[src/rtl/dmem_arbiter_pkg.sv]
// Shared types and func3 encodings for the data-memory arbiter.
package dmem_arbiter_pkg;

  typedef enum logic [1:0] {
    OWN_NONE = 2'd0,
    OWN_A    = 2'd1,
    OWN_B    = 2'd2
  } dmem_owner_t;

  localparam logic [2:0] F3_LB  = 3'b000;
  localparam logic [2:0] F3_LH  = 3'b001;
  localparam logic [2:0] F3_LW  = 3'b010;
  localparam logic [2:0] F3_LBU = 3'b100;
  localparam logic [2:0] F3_LHU = 3'b101;

  localparam logic [2:0] F3_SB  = 3'b000;
  localparam logic [2:0] F3_SH  = 3'b001;
  localparam logic [2:0] F3_SW  = 3'b010;

endpackage

[src/rtl/dmem_store_align.sv]
// Byte-enable / lane-replication generator and misalignment detector for CPU accesses.
module dmem_store_align
  import dmem_arbiter_pkg::*;
(
  input  logic        i_we,
  input  logic [2:0]  i_func3,
  input  logic [1:0]  i_addr,
  input  logic [31:0] i_wdata,
  output logic [3:0]  o_mem_we,
  output logic [31:0] o_mem_wdata,
  output logic        o_misaligned
);

  always_comb begin
    o_mem_we     = 4'b0000;
    o_mem_wdata  = i_wdata;
    o_misaligned = 1'b0;
    if (i_we) begin
      case (i_func3)
        F3_SB: begin
          o_mem_we    = 4'b0001 << i_addr;
          o_mem_wdata = {4{i_wdata[7:0]}};
        end
        F3_SH: begin
          o_mem_we     = 4'b0011 << {i_addr[1], 1'b0};
          o_mem_wdata  = {2{i_wdata[15:0]}};
          o_misaligned = i_addr[0];
        end
        // Unknown store sizes behave as a full word, alignment included.
        default: begin
          o_mem_we     = 4'b1111;
          o_misaligned = |i_addr;
        end
      endcase
    end else begin
      case (i_func3)
        F3_LH, F3_LHU: o_misaligned = i_addr[0];
        F3_LW:         o_misaligned = |i_addr;
        default:       o_misaligned = 1'b0;
      endcase
    end
  end

endmodule

[src/rtl/dmem_arbiter.sv]
// Arbitrates the single-port data memory between the CPU (A) and loader/debug (B).
module dmem_arbiter
  import dmem_arbiter_pkg::*;
#(
  parameter int unsigned ADDR_W   = 10,
  parameter int unsigned MAX_WAIT = 8
) (
  input  logic              clk,
  input  logic              reset,
  input  logic              a_req,
  input  logic              a_we,
  input  logic [ADDR_W-1:0] a_addr,
  input  logic [2:0]        a_func3,
  input  logic [31:0]       a_wdata,
  output logic              a_gnt,
  output logic              a_stall,
  output logic              a_ack,
  output logic              a_err,
  output logic [31:0]       a_rdata,
  input  logic              b_req,
  input  logic              b_we,
  input  logic [ADDR_W-1:0] b_addr,
  input  logic [31:0]       b_wdata,
  output logic              b_gnt,
  output logic              b_ack,
  output logic [31:0]       b_rdata,
  output logic              mem_en,
  output logic [3:0]        mem_we,
  output logic [ADDR_W-3:0] mem_addr,
  output logic [31:0]       mem_wdata,
  input  logic [31:0]       mem_rdata
);

  logic [7:0]  r_wait_cnt;
  dmem_owner_t r_owner;
  logic        r_a_err;

  logic        w_starved;
  logic        w_a_misaligned;
  logic [3:0]  w_a_we;
  logic [31:0] w_a_wdata;
  logic        w_unused_b_lsb;

  assign w_unused_b_lsb = ^b_addr[1:0];

  dmem_store_align u_store_align (
    .i_we         (a_we),
    .i_func3      (a_func3),
    .i_addr       (a_addr[1:0]),
    .i_wdata      (a_wdata),
    .o_mem_we     (w_a_we),
    .o_mem_wdata  (w_a_wdata),
    .o_misaligned (w_a_misaligned)
  );

  assign w_starved = b_req && (r_wait_cnt == 8'(MAX_WAIT));

  always_comb begin
    a_gnt     = a_req && !w_starved;
    b_gnt     = b_req && (!a_req || w_starved);
    a_stall   = a_req && !a_gnt;
    mem_en    = 1'b0;
    mem_we    = 4'b0000;
    mem_addr  = a_addr[ADDR_W-1:2];
    mem_wdata = w_a_wdata;
    if (b_gnt) begin
      mem_en    = 1'b1;
      mem_we    = b_we ? 4'b1111 : 4'b0000;
      mem_addr  = b_addr[ADDR_W-1:2];
      mem_wdata = b_wdata;
    end else if (a_gnt && !w_a_misaligned) begin
      // Misaligned A accesses are granted (to unblock the pipeline) but never reach memory.
      mem_en = 1'b1;
      mem_we = w_a_we;
    end
  end

  always_ff @(posedge clk or posedge reset) begin
    if (reset) begin
      r_wait_cnt <= 8'd0;
    end else if (!b_req || b_gnt) begin
      r_wait_cnt <= 8'd0;
    end else if (r_wait_cnt != 8'(MAX_WAIT)) begin
      r_wait_cnt <= r_wait_cnt + 8'd1;
    end
  end

  always_ff @(posedge clk or posedge reset) begin
    if (reset) begin
      r_owner <= OWN_NONE;
      r_a_err <= 1'b0;
    end else begin
      r_a_err <= a_gnt && w_a_misaligned;
      if (b_gnt)      r_owner <= OWN_B;
      else if (a_gnt) r_owner <= OWN_A;
      else            r_owner <= OWN_NONE;
    end
  end

  always_comb begin
    a_ack   = (r_owner == OWN_A);
    b_ack   = (r_owner == OWN_B);
    a_err   = r_a_err;
    a_rdata = (a_ack && !r_a_err) ? mem_rdata : 32'd0;
    b_rdata = b_ack ? mem_rdata : 32'd0;
  end

endmodule

[config.mk]
export PLATFORM = sky130hd
export DESIGN_NAME = dmem_arbiter
export DESIGN_NICKNAME = d
export VERILOG_FILES = /design/src/rtl/dmem_arbiter_pkg.sv /design/src/rtl/dmem_store_align.sv /design/src/rtl/dmem_arbiter.sv
export SDC_FILE = /design/constraint.sdc
export NUM_CORES = 1
export LEC_CHECK = 0
export CAP_MARGIN = 25
export CELL_PAD_IN_SITES_DETAIL_PLACEMENT = 1
export CELL_PAD_IN_SITES_GLOBAL_PLACEMENT = 2
export CORE_ASPECT_RATIO = 1.4
export CORE_MARGIN = 2
export CORE_UTILIZATION = 11
export CTS_BUF_LIST = sky130_fd_sc_hd__clkbuf_2 sky130_fd_sc_hd__clkbuf_4 sky130_fd_sc_hd__clkbuf_8
export DETAILED_ROUTE_END_ITERATION = 6
export GPL_TIMING_DRIVEN = 1
export PLACE_DENSITY = 0.89
export SYNTH_ARGS = -nofsm -noshare
export SYNTH_HDL_FRONTEND = slang
export SYNTH_SLANG_ARGS = --single-unit
export TNS_END_PERCENT = 30
[constraint.sdc]
create_clock -name clk -period 3 [get_ports clk]
set_input_delay 0.75 -clock clk [delete_from_list [all_inputs] [get_ports clk]]
set_output_delay 0.75 -clock clk [all_outputs]
set_load 0.02 [all_outputs]
==> out/qor.txt <==
endpoint required time on the critical path: 2250 ps
fmax: 0.337 GHz
pin count of the biggest net entering global routing: 34
Clock Sink Count: 11
dominant cell by count in the synthesized netlist: sky130_fd_sc_hd__and2_1
Clock Latency Late Sink: 240 ps
final standard cell utilization of the core: 29.5%
Placed Area: 4750 µm²
number of H-tree levels: 1
most common library cells after synthesis: sky130_fd_sc_hd__and2_1, sky130_fd_sc_hd__nand2_1, sky130_fd_sc_hd__o21ai_0
IO Count: 240
predominant post-synthesis flop cell: sky130_fd_sc_hd__dfrtp_1
unrepaired setup endpoints after global routing: true
number of instances on the worst hold path: 2
Post-Synth XOR/XNOR Area: 2.79%
highest net fanout along the worst path: 4
maximum number of buffers from clock root to sink: 2
filler cell count in the final layout: 2009
slack of the worst reg-to-reg path: 1160 ps
Die X: 115 µm
final weighted congestion in routability-driven placement: 0.753
cell at the root of the clock tree: sky130_fd_sc_hd__clkbuf_8
Final Cell Area: 4940 µm²
final layout net count: 679
EDFF count, synth: 0
part of the Yosys area used for sequential elements: 14.6%
leading post-synthesis cells by cell area: sky130_fd_sc_hd__and2_1, sky130_fd_sc_hd__dfrtp_1, sky130_fd_sc_hd__mux2i_1, sky130_fd_sc_hd__mux2_2, sky130_fd_sc_hd__o21ai_0
worst path setup slack after routing: 36.2 ps
final-report setup violation count: 0
class of the tightest hold or removal check: register to register
proportion of layout cells with a drive suffix above 1: 27.2%
Vert. Die Dim: 159 µm
path type of the worst setup path: input pin to output port
number of placement rows: 56
TritonCTS clock tree: yes
all-layer global routing usage: 12.9%
crit path DAT: 2210 ps
launch point of the worst path: b_req
max-slew headroom at the worst pin: 70.5%
remaining routing DRC violations: 0
delay contributed by the slowest stage of the critical path: 250 ps
flip-flop and latch count after synthesis: 11
dominant delay contributor by cell family on the critical path: buffers and inverters
Power per Cell Area: 200 nW/µm²
main combinational cell family by area after synthesis: simple AND/OR/NAND/NOR gates
router iterations before antenna repair: 4
Reg clk slew, reported paths: 50 ps
global-route wire length before repair: 18.6 mm
cell mode on critical path: sky130_fd_sc_hd__buf_4
pre-CTS worst setup slack: -841 ps
outcome: complete, no violations
number of buffer and inverter stages on the critical path: 5
cell taking the most area after synthesis: sky130_fd_sc_hd__and2_1
per-cell routed wire length: 16.1 µm
kind of launch point of the worst setup path: input pin
total power of the final layout: 0.991 mW
endpoint type of the worst setup path: output port
total standard cell area after synthesis: 1880 µm²
worst r2r path cells: 9
number of warning messages in the yosys log: 0
adder-cell share of the synthesized area: 1.33%
share of Yosys cell area claimed by the top area cell type: 22.0%
Area growth syn-to-layout: 163%
Critical Path End: mem_we[0]
number of nets in the synthesized netlist: 383
Static Leakage: 2.08 nW
DRC violation total after the first TritonRoute iteration: 64
Avg Inst Size Synth: 7.35 µm²
mean number of vias per cell: 4.08
Post-Synth Simple-Gate Area: 38.9%
number of cells on the critical path: 8
pins over their slew limit: 0
cts bufs inserted: 3
Core Footprint: 16700 µm²
antenna violations before repair: 0
Worst IR Drop VDD: 0.0702 mV
reported max-cap violation count: 0
effective utilization at floorplan: 11.2%
Final period util: 98.8%
unique cell type count in the Yosys netlist: 35
minimum clock period after layout: 2960 ps
Crit-path slowest cell: sky130_fd_sc_hd__dlygate4sd2_1
total number of vias: 3080
count of buffers from port buffering: 237
actual transition at the worst max-transition pin: 441 ps
final antenna-violating net count: 0
complex-gate fraction of the synthesized area: 14.5%
destination of the worst register-to-register timing path: r_wait_cnt[6]$_DFFE_PP0P_
number of global-route vias before repair: 3537
final WL: 12.1 mm
diodes inserted: 0
Fin Clk Skew: 1.49 ps
sequence of cells on the critical path: dlygate4sd2_1 -> and4b_4 -> buf_12 -> a22o_4 -> buf_4 -> buf_4 -> a32o_1 -> buf_2
sum of net half-perimeters after detailed placement: 9.19 mm
reg-to-reg startpoint: r_wait_cnt[0]$_DFFE_PP0P_
residual overflow from global routing: 0
async set or reset register ratio after synthesis: 100%
Gate Count Post-Synth: 256
portion of netlist area occupied by mux cells: 21.8%
summed negative setup slack over all endpoints: 0 ps
area enclosed by the die boundary: 18200 µm²
Hold Fails Final Rpt: 0
==> tightest hold or removal path: cells and delay by family, from the launching register on <==
kind / cells / cell delay (ps)
AND/OR/NAND/NOR: 1 / 40
flip-flops: 1 / 350
buffers and inverters: 1 / 140
==> flip-flops by register name, indices dropped and copies added, names as in the netlist <==
name,flops
a_err,1
r_owner,2
r_wait_cnt,8
==> layer usage <==
metal / share of wire, % / wire [µm] / vias up / global-route usage (%)
met3: 9.2 / 1120 / 19 / 3.55
met1: 33 / 4010 / 1413 / 12.2
li1: - / - / 1465 / -
met2: 55 / 6650 / 183 / 25.8
met5: 0 / 0 / - / 0
met4: 2.8 / 344 / 0 / 3.99
==> how the worst min path moves through the flow <==
stage                                    from                   endpoint
floorplan           r_wait_cnt[0]$_DFFE_PP0P_  r_wait_cnt[0]$_DFFE_PP0P_
global placement    r_wait_cnt[0]$_DFFE_PP0P_  r_wait_cnt[0]$_DFFE_PP0P_
detailed placement  r_wait_cnt[0]$_DFFE_PP0P_  r_wait_cnt[0]$_DFFE_PP0P_
CTS                 r_wait_cnt[0]$_DFFE_PP0P_  r_wait_cnt[0]$_DFFE_PP0P_
global route        r_wait_cnt[0]$_DFFE_PP0P_  r_wait_cnt[0]$_DFFE_PP0P_
finish              r_wait_cnt[0]$_DFFE_PP0P_  r_wait_cnt[0]$_DFFE_PP0P_
==> stage by stage <==
stage | hold WS, ps | instances
after CTS | 572 | 754
after global placement | 543 | 724
final | 568 | 754
after detailed placement | 561 | 724
after floorplan | 485 | 256
after global routing | 596 | 754
==> kinds of logic after synthesis <==
family | count (synthesis)
flops | 11
fa+ha+maj | 2
compound gates | 47
mux | 39
simple gates | 130
buf+inv | 21
xor+xnor | 6
==> power breakdown <==
part           switching, mW  leakage [nW]  internal (mW)
logic                  0.311          1.90          0.368
clock network         0.0553        0.0262          0.102
registers            0.00201         0.148          0.152
total                  0.368          2.08          0.622
==> area by class of cell <==
cell class	instances	area, µm²	area share [%]
Timing Repair Buffer	304	2760	55.8
Multi-Input combinational cell	228	1590	32.1
Sequential cell	11	275	5.57
Tap cell	203	254	5.14
Clock buffer	4	48.8	0.987
Inverter	4	18.8	0.380
==> cells in the final DEF (no fill, tap or decap), types with 2 or more instances in the layout <==
cell / n
sky130_fd_sc_hd__clkdlybuf4s50_1: 183
sky130_fd_sc_hd__nor2b_1: 3
sky130_fd_sc_hd__o21ai_0: 24
sky130_fd_sc_hd__inv_1: 3
sky130_fd_sc_hd__ha_1: 2
sky130_fd_sc_hd__buf_4: 64
sky130_fd_sc_hd__and3_2: 3
sky130_fd_sc_hd__buf_12: 4
sky130_fd_sc_hd__dlygate4sd2_1: 8
sky130_fd_sc_hd__and2_1: 66
sky130_fd_sc_hd__mux2_2: 16
sky130_fd_sc_hd__o21ai_1: 11
sky130_fd_sc_hd__clkbuf_8: 3
sky130_fd_sc_hd__nand2_1: 34
sky130_fd_sc_hd__o31ai_1: 2
sky130_fd_sc_hd__a21oi_1: 2
sky130_fd_sc_hd__clkdlybuf4s15_2: 5
sky130_fd_sc_hd__mux2i_1: 23
sky130_fd_sc_hd__buf_2: 35
sky130_fd_sc_hd__buf_6: 3
sky130_fd_sc_hd__xor2_1: 5
sky130_fd_sc_hd__dfrtp_1: 11
sky130_fd_sc_hd__a22o_4: 5
sky130_fd_sc_hd__nor2_1: 12
sky130_fd_sc_hd__nand3_1: 5
==> timing repair <==
item                       in CTS  in global routing
pin swaps                       6                  3
setup endpoints to repair      48                 12
setup buffers                  20                  0
gates cloned                    6                  0
hold buffers                    0                  0
gates resized for setup       235                  6
hold endpoints to repair        0                  0
Power figures use the tool's default switching activity.
